$ cat src/rtl/demux8_rr_sched_if.sv
// Handshake and demux-control bundle between the round-robin scheduler and
// its sinks/source. The master side is the scheduler; the slave side is the environment.
interface demux8_rr_sched_if;
    logic [7:0] req;
    logic       d_valid;
    logic       d_ready;
    logic       e;
    logic [2:0] s;
    logic [7:0] grant;
    logic       busy;

    modport master (
        input  req,
        input  d_valid,
        output d_ready,
        output e,
        output s,
        output grant,
        output busy
    );

    modport slave (
        output req,
        output d_valid,
        input  d_ready,
        input  e,
        input  s,
        input  grant,
        input  busy
    );
endinterface

$ cat src/rtl/demux8_rr_sched.sv
// Round-robin scheduler driving a 1-to-8 demux with a one-cycle break-before-make gap.
// Optional idle-beat timeout per grant: define DEMUX8_SCHED_TIMEOUT_EN.
module demux8_rr_sched #(
    parameter int DWELL   = 4,
    parameter int CNT_W   = 8,
    parameter int TIMEOUT = 16
) (
    input  logic                   clk_i,
    input  logic                   rst_i,
    demux8_rr_sched_if.master      bus
`ifdef DEMUX8_SCHED_TIMEOUT_EN
    ,
    output logic                   timeout_evt_o
`endif
);

    typedef enum logic [1:0] {
        IDLE  = 2'd0,
        SERVE = 2'd1,
        GAP   = 2'd2
    } state_e;

    localparam logic [CNT_W-1:0] CNT_LAST = CNT_W'(DWELL - 1);

    state_e           state_q, state_d;
    logic [2:0]       s_q, s_d;
    logic [2:0]       ptr_q, ptr_d;
    logic [CNT_W-1:0] cnt_q, cnt_d;
    logic             beat;

`ifdef DEMUX8_SCHED_TIMEOUT_EN
    localparam logic [7:0] IDLE_LAST = 8'(TIMEOUT - 1);

    logic [7:0] idle_q, idle_d;
    logic       tout_q, tout_d;
`endif

    // Scan upward from ptr+1; descending loop lets the nearest requester win,
    // and k=8 lands on ptr itself so a sole last-served requester is re-granted.
    function automatic logic [2:0] rr_pick(input logic [7:0] r, input logic [2:0] p);
        logic [2:0] idx;
        logic [2:0] w;
        w = p;
        for (int k = 8; k >= 1; k--) begin
            idx = p + 3'(k);
            if (r[idx]) w = idx;
        end
        return w;
    endfunction

    always_ff @(posedge clk_i) begin
        if (rst_i) begin
            state_q <= IDLE;
            s_q     <= 3'd0;
            ptr_q   <= 3'd7;
            cnt_q   <= '0;
`ifdef DEMUX8_SCHED_TIMEOUT_EN
            idle_q  <= 8'd0;
            tout_q  <= 1'b0;
`endif
        end else begin
            state_q <= state_d;
            s_q     <= s_d;
            ptr_q   <= ptr_d;
            cnt_q   <= cnt_d;
`ifdef DEMUX8_SCHED_TIMEOUT_EN
            idle_q  <= idle_d;
            tout_q  <= tout_d;
`endif
        end
    end

    always_comb begin
        state_d = state_q;
        s_d     = s_q;
        ptr_d   = ptr_q;
        cnt_d   = cnt_q;
        beat    = 1'b0;
`ifdef DEMUX8_SCHED_TIMEOUT_EN
        idle_d  = idle_q;
        tout_d  = 1'b0;
`endif
        case (state_q)
            IDLE: begin
                if (|bus.req) begin
                    s_d     = rr_pick(bus.req, ptr_q);
                    cnt_d   = '0;
                    state_d = SERVE;
`ifdef DEMUX8_SCHED_TIMEOUT_EN
                    idle_d  = 8'd0;
`endif
                end
            end
            SERVE: begin
                beat = bus.d_valid;
                if (beat) cnt_d = cnt_q + 1'b1;
`ifdef DEMUX8_SCHED_TIMEOUT_EN
                idle_d = beat ? 8'd0 : idle_q + 8'd1;
`endif
                // A beat coinciding with the req drop was already routed; just leave.
                if (!bus.req[s_q] || (beat && cnt_q == CNT_LAST)) begin
                    state_d = GAP;
                    ptr_d   = s_q;
                    cnt_d   = '0;
                end
`ifdef DEMUX8_SCHED_TIMEOUT_EN
                else if (!beat && idle_q == IDLE_LAST) begin
                    state_d = GAP;
                    ptr_d   = s_q;
                    cnt_d   = '0;
                    tout_d  = 1'b1;
                end
`endif
            end
            GAP: begin
                if (|bus.req) begin
                    s_d     = rr_pick(bus.req, ptr_q);
                    cnt_d   = '0;
                    state_d = SERVE;
`ifdef DEMUX8_SCHED_TIMEOUT_EN
                    idle_d  = 8'd0;
`endif
                end else begin
                    state_d = IDLE;
                end
            end
            default: begin
                state_d = IDLE;
            end
        endcase
    end

    // Outputs decode registered state only.
    assign bus.e       = (state_q == SERVE);
    assign bus.d_ready = (state_q == SERVE);
    assign bus.s       = s_q;
    assign bus.grant   = (state_q == SERVE) ? (8'd1 << s_q) : 8'd0;
    assign bus.busy    = (state_q != IDLE);

`ifdef DEMUX8_SCHED_TIMEOUT_EN
    assign timeout_evt_o = tout_q;
`endif

endmodule

$ cat src/flat_wrapper.sv
// flat-port wrapper written by rule: the top's interface ports become plain ports
module demux8_rr_sched_flat 
#(
    parameter int DWELL   = 4,
    parameter int CNT_W   = 8,
    parameter int TIMEOUT = 16
)
  (clk_i, rst_i, bus_req, bus_d_valid, bus_d_ready, bus_e, bus_s, bus_grant, bus_busy);
  demux8_rr_sched_if bus_i ();
  input  logic clk_i;
  input  logic rst_i;
  input wire logic [$bits(bus_i.req)-1:0] bus_req;
  input wire logic [$bits(bus_i.d_valid)-1:0] bus_d_valid;
  output wire logic [$bits(bus_i.d_ready)-1:0] bus_d_ready;
  output wire logic [$bits(bus_i.e)-1:0] bus_e;
  output wire logic [$bits(bus_i.s)-1:0] bus_s;
  output wire logic [$bits(bus_i.grant)-1:0] bus_grant;
  output wire logic [$bits(bus_i.busy)-1:0] bus_busy;
  assign bus_i.req = bus_req;
  assign bus_i.d_valid = bus_d_valid;
  assign bus_d_ready = bus_i.d_ready;
  assign bus_e = bus_i.e;
  assign bus_s = bus_i.s;
  assign bus_grant = bus_i.grant;
  assign bus_busy = bus_i.busy;
  demux8_rr_sched #(.DWELL(DWELL), .CNT_W(CNT_W), .TIMEOUT(TIMEOUT)) u_core (.clk_i(clk_i), .rst_i(rst_i), .bus(bus_i));
endmodule
$ cat config.mk
export PLATFORM = sky130hd
export DESIGN_NAME = demux8_rr_sched_flat
export DESIGN_NICKNAME = d
export VERILOG_FILES = /design/src/rtl/demux8_rr_sched_if.sv /design/src/rtl/demux8_rr_sched.sv /design/src/flat_wrapper.sv
export SDC_FILE = /design/constraint.sdc
export NUM_CORES = 1
export LEC_CHECK = 0
export CAP_MARGIN = 20
export CORE_UTILIZATION = 61
export CTS_BUF_LIST = sky130_fd_sc_hd__clkbuf_4 sky130_fd_sc_hd__clkbuf_8
export DETAILED_ROUTE_END_ITERATION = 12
export GPL_ROUTABILITY_DRIVEN = 0
export PLACE_DENSITY = 0.86
export RECOVER_POWER = 25
export REMOVE_ABC_BUFFERS = 1
export SYNTH_ARGS = -nofsm -noshare
export SYNTH_HDL_FRONTEND = slang
export SYNTH_SLANG_ARGS = --single-unit
$ cat constraint.sdc
create_clock -name clk_i -period 4.29 [get_ports clk_i]
set_input_delay 0.858 -clock clk_i [delete_from_list [all_inputs] [get_ports clk_i]]
set_output_delay 0.858 -clock clk_i [all_outputs]
set_load 0.02 [all_outputs]
Word level (Yosys, flattened, before mapping)
Cells that the tools add are included.
{"block": "op_classes", "n_reduce_logical": 12, "mux": 32, "shifts": 1, "addsub": 8, "n_eq_ne": 7, "order_cmp": 8}
{"operator": "$lt 3x4->1 const B", "count": 8}
{"operator": "$mux 8", "count": 4}
{"operator": "$bmux 1 s3", "count": 8}
{"operator": "$mux 3", "count": 7}
{"operator": "$pmux 8 s2", "count": 1}
{"operator": "$add 3x3->3 const B", "count": 4}
{"operator": "$mux 1", "count": 9}
{"operator": "$add 8x1->8 const B", "count": 1}
{"operator": "$eq 8x2->1 const B", "count": 1}
{"operator": "$reduce_or 8->1", "count": 1}
{"operator": "$shl 1x3->8 const A", "count": 1}
{"operator": "$add 3x2->3 const B", "count": 2}
{"operator": "$ne 2x1->1 const B", "count": 3}
{"operator": "$pmux 2 s3", "count": 1}
{"operator": "$reduce_and 2->1", "count": 3}
{"operator": "$mux 2", "count": 2}
{"operator": "$reduce_bool 2->1", "count": 2}
{"operator": "$add 3x1->3 const B", "count": 1}
{"operator": "$ne 3x2->1 const B", "count": 1}
{"operator": "$reduce_and 3->1", "count": 1}
{"operator": "$eq 2x1->1 const B", "count": 1}
{"operator": "$eq 2x2->1 const B", "count": 1}
{"operator": "$logic_not 2->1", "count": 1}
{"operator": "$reduce_or 2->1", "count": 1}
{"operator": "other kinds (3)", "count": 3}
{"block": "totals", "word_cells": 72, "out_inout_bits": 14, "regBits": 16}

Depth between registers and ports, before layout
Gate-level depths: netlist of run 1.
{"block": "depth", "word_depth": 10, "ltp_mapped": 11, "mapped_depth_nobuf": 8}

Least setup slack after synthesis of run 1
Ideal clock, no wire load.
{"block": "synth_timing", "kind": "reg-to-reg", "from": "register u_core.ptr_q[0]", "to": "register u_core.s_q[0] (netlist: u_core.bus.s[0])", "synth_period_minus_slack_ns": 2.647, "stages_incl_launch_ff": 12, "n_path_buf": 3, "setup_slack_ns": 1.643, "arrival_time_ns": 2.520, "path_cell_list": "dfxtp_1 > buf_6 > buf_12 > inv_1 > ha_1 > buf_6 > mux2_1 > mux4_2 > o21ai_2 > a21oi_2 > and2_0 > or3b_1"}
{"block": "synth_via", "elab_chain_cells": 10}
{"element": "start, declared", "line_no": "demux8_rr_sched.sv:27", "rtl": "logic [2:0] ptr_q, ptr_d;"}
{"element": "start signal, assigned", "line_no": "demux8_rr_sched.sv:64", "rtl": "ptr_q <= ptr_d;"}
{"element": "$add 3x3->3", "line_no": "demux8_rr_sched.sv:45", "rtl": "idx = p + 3'(k);"}
{"element": "$bmux 1 s3", "line_no": "demux8_rr_sched.sv:46", "rtl": "if (r[idx]) w = idx;"}
{"element": "$mux 1 (implied by the code)", "line_no": "demux8_rr_sched.sv:46"}
{"element": "$mux 3 (6 in a row)", "line_no": "demux8_rr_sched.sv:46"}
{"element": "$mux 3 *", "line_no": "demux8_rr_sched.sv:46"}
{"element": "end signal, assigned", "line_no": "demux8_rr_sched.sv:54", "rtl": "s_q <= 3'd0;"}
{"element": "end signal, assigned", "line_no": "demux8_rr_sched.sv:63", "rtl": "s_q <= s_d;"}
{"element": "end, declared", "line_no": "demux8_rr_sched.sv:26", "rtl": "logic [2:0] s_q, s_d;"}
Mark *: on every way between the ends. The rest lies on a longest branch, timed or not. The select of a mux whose other input is x is not followed.
A chain may end at the register's enable or synchronous reset.

Worst setup path in the final report of run 1
{"block": "layout_timing", "from": "register u_core.ptr_q[1]", "to": "register u_core.s_q[0] (netlist: u_core.bus.s[0])"}
The elaborated chain is that of the path after synthesis.

==> reports/results.txt, run 1 <==
synthesized area: 0.00166 mm^2
predominant post-synthesis flop cell: dfxtp_1
#FFs+latches synth: 16
Post-layout nets: 217
final hold vios: 0
area share of and/or/nand/nor cells after synthesis: 18.5%
WHS Path Cells: 2
family with the most delay on the worst path: multiplexers
met3 wire len: 219 um
worst r2r dst: u_core.bus.s[0]
Initial Util: 66.0%
clk_lat worst skew: 0.30 ns
Post-Route Setup TNS: 0 ns
Post-synth EDFFs: 0
skew final: 0.00625 ns
first-pass GRT wire length: 6420 um
initial antenna violation count: 0
share of Yosys cell area claimed by the top area cell type: 19.2%
post-synth top area cell: dfxtp_1
# port buffers: 24
Netlist cell types: 52
Core ar.: 0.00252 mm^2
Synthesis Warnings: 0
Root Driver: clkbuf_4
HPWL after DPL: 3130 um
largest net degree at the start of global routing: 17
Compound-Gate Fraction of Synth Area: 16.2%
Slew headroom: 61.8%
row count: 18
GRT overflow: 0
Die X-Extent: 54.2 um
uppermost layer routed: met4
Final Power: 1010 uW
Leakage: 0.000688 uW
Synth area leaders: dfxtp_1 (19%), mux4_2 (11%), mux4_1 (6.3%)
critical-path maximum fanout: 14
ys async rst share: 0%
vias after detailed routing: 1,571
RSZ-0062 raised after global routing: no
Slew @ Worst Pin: 0.573 ns
Pwr Density: 534 mW/mm^2
ANT cells: 0
crit path buf inv count: 1
worst-case clock buffer depth: 2
status: finished clean
largest family of logic cells by synthesized area: multiplexers
per-cell routed wire length: 17.6 um
Max-cap violations: 0
vias in the first global route: 1,381
R2R setup slack: 0.95 ns
gate count of the mapped netlist: 185
ANT nets after route: 0
Routed WL: 4090 um
die area: 0.00294 mm^2
multiplexer share of the synthesized area: 29.8%
period utilization: 77.8%
fin crit period: 3.34 ns
drt initial violations: 75
Hold WC Path Type: reg -> reg
Setup crit end kind: flip-flop
slowest cell on the critical path: dfxtp_1
Num CTS Buffers: 3
worst path arrival time: 3.54 ns
Critical Path RT: 4.49 ns
Tot GR Track Use: 30.8%
met2 WL: 2150 um
post-synthesis adder-cell area fraction: 2.26%
DRC: 0
DP Cell Count: 228
Met1 Wirelength: 1620 um
Hold Buf Count CTS: 0
highest clock rate: 0.299 GHz
cells along the critical path: clkinv_1, ha_1, mux2_2, mux4_2, o21ai_2, a21oi_2, and2_0, or3b_1
Area Overhead vs Synth: 13.5%
Syn Area/Cell: 9.00 um^2
Crit Path Category: reg -> reg
CTS resizes: 0
non-filler cells, final: 232
CP peak stage delay: 0.67 ns
# clock sinks: 16
hold slack final: 0.532 ns
Die Span Y: 54.2 um
share of cells above drive strength 1: 13.4%
most common cell in the netlist: nand2_1
post-CTS setup repair buffer count: 0
Worst Min Path Start: u_core.cnt_q[1]
Pins Over Slew Limit: 0
hold-critical path endpoint: u_core.cnt_q[1]
H-tree levels: 1
I/O pin count: 25
setup violators final: 0
Vias/cell: 6.77
XOR/XNOR Fraction of Synth Area: 6.32%
share of the yosys chip area belonging to registers: 19.2%
r2r startpoint: u_core.ptr_q[1]
drt first pass iters: 6
R2R depth: 8
peak supply drop: 0.000338 V
Post-synth top cells: nand2_1 (18), nor2_1 (17), dfxtp_1 (16), xnor2_1 (10), a21oi_1 (9)
Worst-path clk slew: 0.10 ns
CTS tree: yes
Startpoint Class: flip-flop
## routing by layer
metal	vias to the layer above	GRT usage [%]
li1	731	-
met1	744	36.9
met2	85	56.7
met3	11	3.33
met4	0	10.3
met5	-	0
## worst reg2reg max path: stages (launching register included)
cell	delay, ns
dfxtp_1	0.67
clkinv_1	0.38
ha_1	0.63
mux2_2	0.38
mux4_2	0.50
o21ai_2	0.10
a21oi_2	0.09
and2_0	0.14
or3b_1	0.34
## metrics by stage
stage / utilization [%] / area, um^2 / setup WS (ns)
floorplan: - / 1570 / 1.31
global placement: 73.6 / 1860 / 1.15
detailed placement: 73.6 / 1860 / 1.05
CTS: 75.0 / 1890 / 0.999
global route: 74.9 / 1890 / 0.838
finish: 74.9 / 1890 / 0.951
## registers in the layout (all words and copies together), names as in the netlist
signal / flops
u_core.ptr_q: 3
u_core.state_q: 2
u_core.cnt_q: 8
u_core.bus.s: 3
## cells in the final DEF, fill, tap and decap left out, drive strengths merged, types with 10 or more instances in the layout
master / count
mux2i: 10
dfxtp: 16
nor2: 18
mux4: 12
xnor2: 10
clkdlybuf4s50: 19
nand2: 18
a21oi: 10
## report_power, final
| group | leakage (uW) | total (uW) | internal (uW) | switching [uW] |
|---|---|---|---|---|
| sequential | 0.000131 | 229 | 172 | 57.1 |
| clock | 0.0000210 | 104 | 51.9 | 52.6 |
| combinational | 0.000537 | 676 | 317 | 359 |
## layout make-up
type	count	area, um^2
clock buffer	4	36.3
multi-input combinational	148	1210
inverter	9	33.8
sequential	16	320
tap	30	37.5
timing repair buffer	25	248
fill	179	633
## logic make-up after synthesis
| family | Yosys count |
|---|---|
| AO/OA/AOI/OAI | 38 |
| XOR/XNOR | 12 |
| adder cells (fa/ha/maj) | 3 |
| buffers and inverters | 21 |
| flip-flops | 16 |
| multiplexers | 30 |
| AND/OR/NAND/NOR | 65 |
## how the worst max path moves through the flow
stage	start	end	depth (start not counted)
finish	u_core.ptr_q[1]	u_core.bus.s[0]	8
global route	u_core.ptr_q[1]	u_core.bus.s[0]	8
CTS	u_core.ptr_q[1]	u_core.bus.s[0]	8
detailed placement	u_core.ptr_q[1]	u_core.bus.s[0]	8
global placement	u_core.ptr_q[1]	u_core.bus.s[0]	8
floorplan	u_core.ptr_q[0]	u_core.bus.s[0]	8
Note: power is estimated with default switching activity, not from simulation.
==> run 2, diff against run 1 <==
--- a/config.mk
+++ b/config.mk
@@ -6,11 +6,11 @@
 export NUM_CORES = 1
 export LEC_CHECK = 0
 export CAP_MARGIN = 20
-export CORE_UTILIZATION = 61
+export CORE_UTILIZATION = 56
 export CTS_BUF_LIST = sky130_fd_sc_hd__clkbuf_4 sky130_fd_sc_hd__clkbuf_8
 export DETAILED_ROUTE_END_ITERATION = 12
 export GPL_ROUTABILITY_DRIVEN = 0
-export PLACE_DENSITY = 0.86
+export PLACE_DENSITY = 0.79
 export RECOVER_POWER = 25
 export REMOVE_ABC_BUFFERS = 1
 export SYNTH_ARGS = -nofsm -noshare
==> constraint.sdc (replaced) <==
create_clock -name clk_i -period 3.4 [get_ports clk_i]
set_input_delay 0.68 -clock clk_i [delete_from_list [all_inputs] [get_ports clk_i]]
set_output_delay 0.68 -clock clk_i [all_outputs]
set_load 0.02 [all_outputs]
==> run 2 against run 1 <==
Clock power fell by 5%. Sequential power rose by 21%. Worst hold slack barely moved. Highest routed layer unchanged.
==> reports/results.txt, run 2 (synthesized netlist as in run 1, its figures left out) <==
ANT nets after route: 0 (unchanged)
Fillers: 220 (+23%)
skew final: 0.00753 ns (+0.00128 ns)
GRT overflow: 0 (unchanged)
DRC: 0 (unchanged)
Critical Path RT: 3.57 ns (-0.92 ns)
fin crit period: 2.90 ns
Die X-Extent: 56.5 um (+4.2%)
initial antenna violation count: 0 (unchanged)
Root Driver: clkbuf_4
slowest cell on the critical path: dlygate4sd3_1
per-cell routed wire length: 17.4 um (-1.5%)
Area Overhead vs Synth: 13.9%
drt first pass iters: 5 (-1)
most used cell, CP: nor2_1
non-filler cells, final: 235 (+1.3%)
clk_lat worst skew: 0.29 ns (about the same)
# clock sinks: 16 (unchanged)
Slew headroom: 61.0% (-0.76 points)
Hold Buf Count CTS: 0 (unchanged)
share of cells above drive strength 1: 13.7% (+0.36 points)
Max-cap violations: 0 (unchanged)
CTS resizes: 0 (unchanged)
Core ar.: 0.00278 mm^2 (+10%)
commonest non-fill, non-tap cell in the layout: clkdlybuf4s50_1
critical-path maximum fanout: 8 (-6)
Post-layout nets: 220 (+1.4%)
# port buffers: 24 (unchanged)
Slew @ Worst Pin: 0.584 ns (+0.0115 ns)
HPWL after DPL: 3150 um (+0.68%)
flip-flop and latch area: 320 um^2 (unchanged)
period utilization: 85.4%
cells along the critical path: dlygate4sd3_1, mux4_2, mux2i_1, a41oi_2, nor2_1, or3_1, nor2_1
Setup crit end kind: flip-flop
first-pass GRT wire length: 6830 um (+6.5%)
Pins Over Slew Limit: 0 (unchanged)
vias after detailed routing: 1,587 (+1.0%)
worst-case clock buffer depth: 2 (unchanged)
hold slack final: 0.532 ns (-0.000104 ns)
Hold WC Path Type: reg -> reg
Leakage: 0.000695 uW (+0.89%)
post-CTS setup repair buffer count: 0 (unchanged)
Worst-path clk slew: 0.08 ns (-0.02 ns)
CP peak stage delay: 0.64 ns (-0.03 ns)
Vias/cell: 6.75 (-0.27%)
CTS tree: yes
setup violators final: 0 (unchanged)
commonest non-fill, non-tap cells in the layout: clkdlybuf4s50_1 (19), nand2_1 (18), nor2_1 (18)
drt initial violations: 125 (+67%)
Num CTS Buffers: 3 (unchanged)
Die Span Y: 56.5 um (+4.2%)
worst path arrival time: 3.07 ns (-0.47 ns)
Final Core Density: 68.2% (-6.7 points)
WHS Path Cells: 2 (unchanged)
vias in the first global route: 1,440 (+4.3%)
DP Cell Count: 232 (+1.8%)
status: finished clean
I/O pin count: 25 (unchanged)
Initial Util: 59.8% (-6.1 points)
Largest Register: u_core.cnt_q
Multi-input gate area: 0.00121 mm^2 (-0.31%)
Post-Route Setup TNS: 0 ns (unchanged)
Crit Path Category: in -> reg
die area: 0.00319 mm^2 (+8.6%)
final hold vios: 0 (unchanged)
largest net degree at the start of global routing: 17 (unchanged)
ANT cells: 0 (unchanged)
Tot GR Track Use: 26.9% (-4.0 points)
Largest register FFs: 8 (unchanged)
Routed WL: 4080 um (-0.24%)
H-tree levels: 1 (unchanged)
highest clock rate: 0.344 GHz
Pwr Density: 658 mW/mm^2 (+23%)
R2R depth: 8 (unchanged)
row count: 19 (+1)
RSZ-0062 raised after global routing: no
peak supply drop: 0.000520 V (+54%)
Startpoint Class: input port
==> run 2: worst max-delay path, delay by kind of cell <==
family,cells,cell delay (ns)
AOI/OAI and AO/OA,1,0.09
buffers and inverters,1,0.64
muxes,2,0.85
and+or+nand+nor,3,0.81
==> run 2: routing by layer <==
metal,track usage (%),wire [um]
met5,0,0
met4,9.06,63
met3,1.15,199
met2,47.6,2110
met1,34.8,1700
==> run 2: power by group <==
group | internal, uW | switching, uW | leakage (uW) | total [uW]
registers | 217 | 60.8 | 0.000131 | 278
logic | 408 | 463 | 0.000550 | 871
clock network | 41.1 | 57.2 | 0.0000138 | 98.4
==> run 2: final cells by class <==
| cell class | instances | share of cell area (%) |
|---|---|---|
| Tap cell | 31 | 2.05 |
| Multi-Input combinational cell | 148 | 63.8 |
| Sequential cell | 16 | 16.9 |
| Inverter | 9 | 1.78 |
| Clock buffer | 3 | 1.19 |
| Timing Repair Buffer | 28 | 14.3 |
==> run 2: worst paths after layout <==
check                  startpoint               to  slack (ns)
hold reg to reg   u_core.cnt_q[1]  u_core.cnt_q[1]        0.53
setup / recovery       bus_req[7]  u_core.cnt_q[6]        0.50
hold / removal    u_core.cnt_q[1]  u_core.cnt_q[1]        0.53
setup reg to reg  u_core.ptr_q[1]  u_core.bus.s[0]        0.69
==> run 2: through the flow <==
stage,setup WS (ns),power (uW),area [um^2]
after detailed placement,0.506,1150,1880
after CTS,0.663,1250,1900
final,0.495,1250,1900
after global routing,0.392,1330,1900
after floorplan,0.425,917,1570
after global placement,0.581,1120,1880
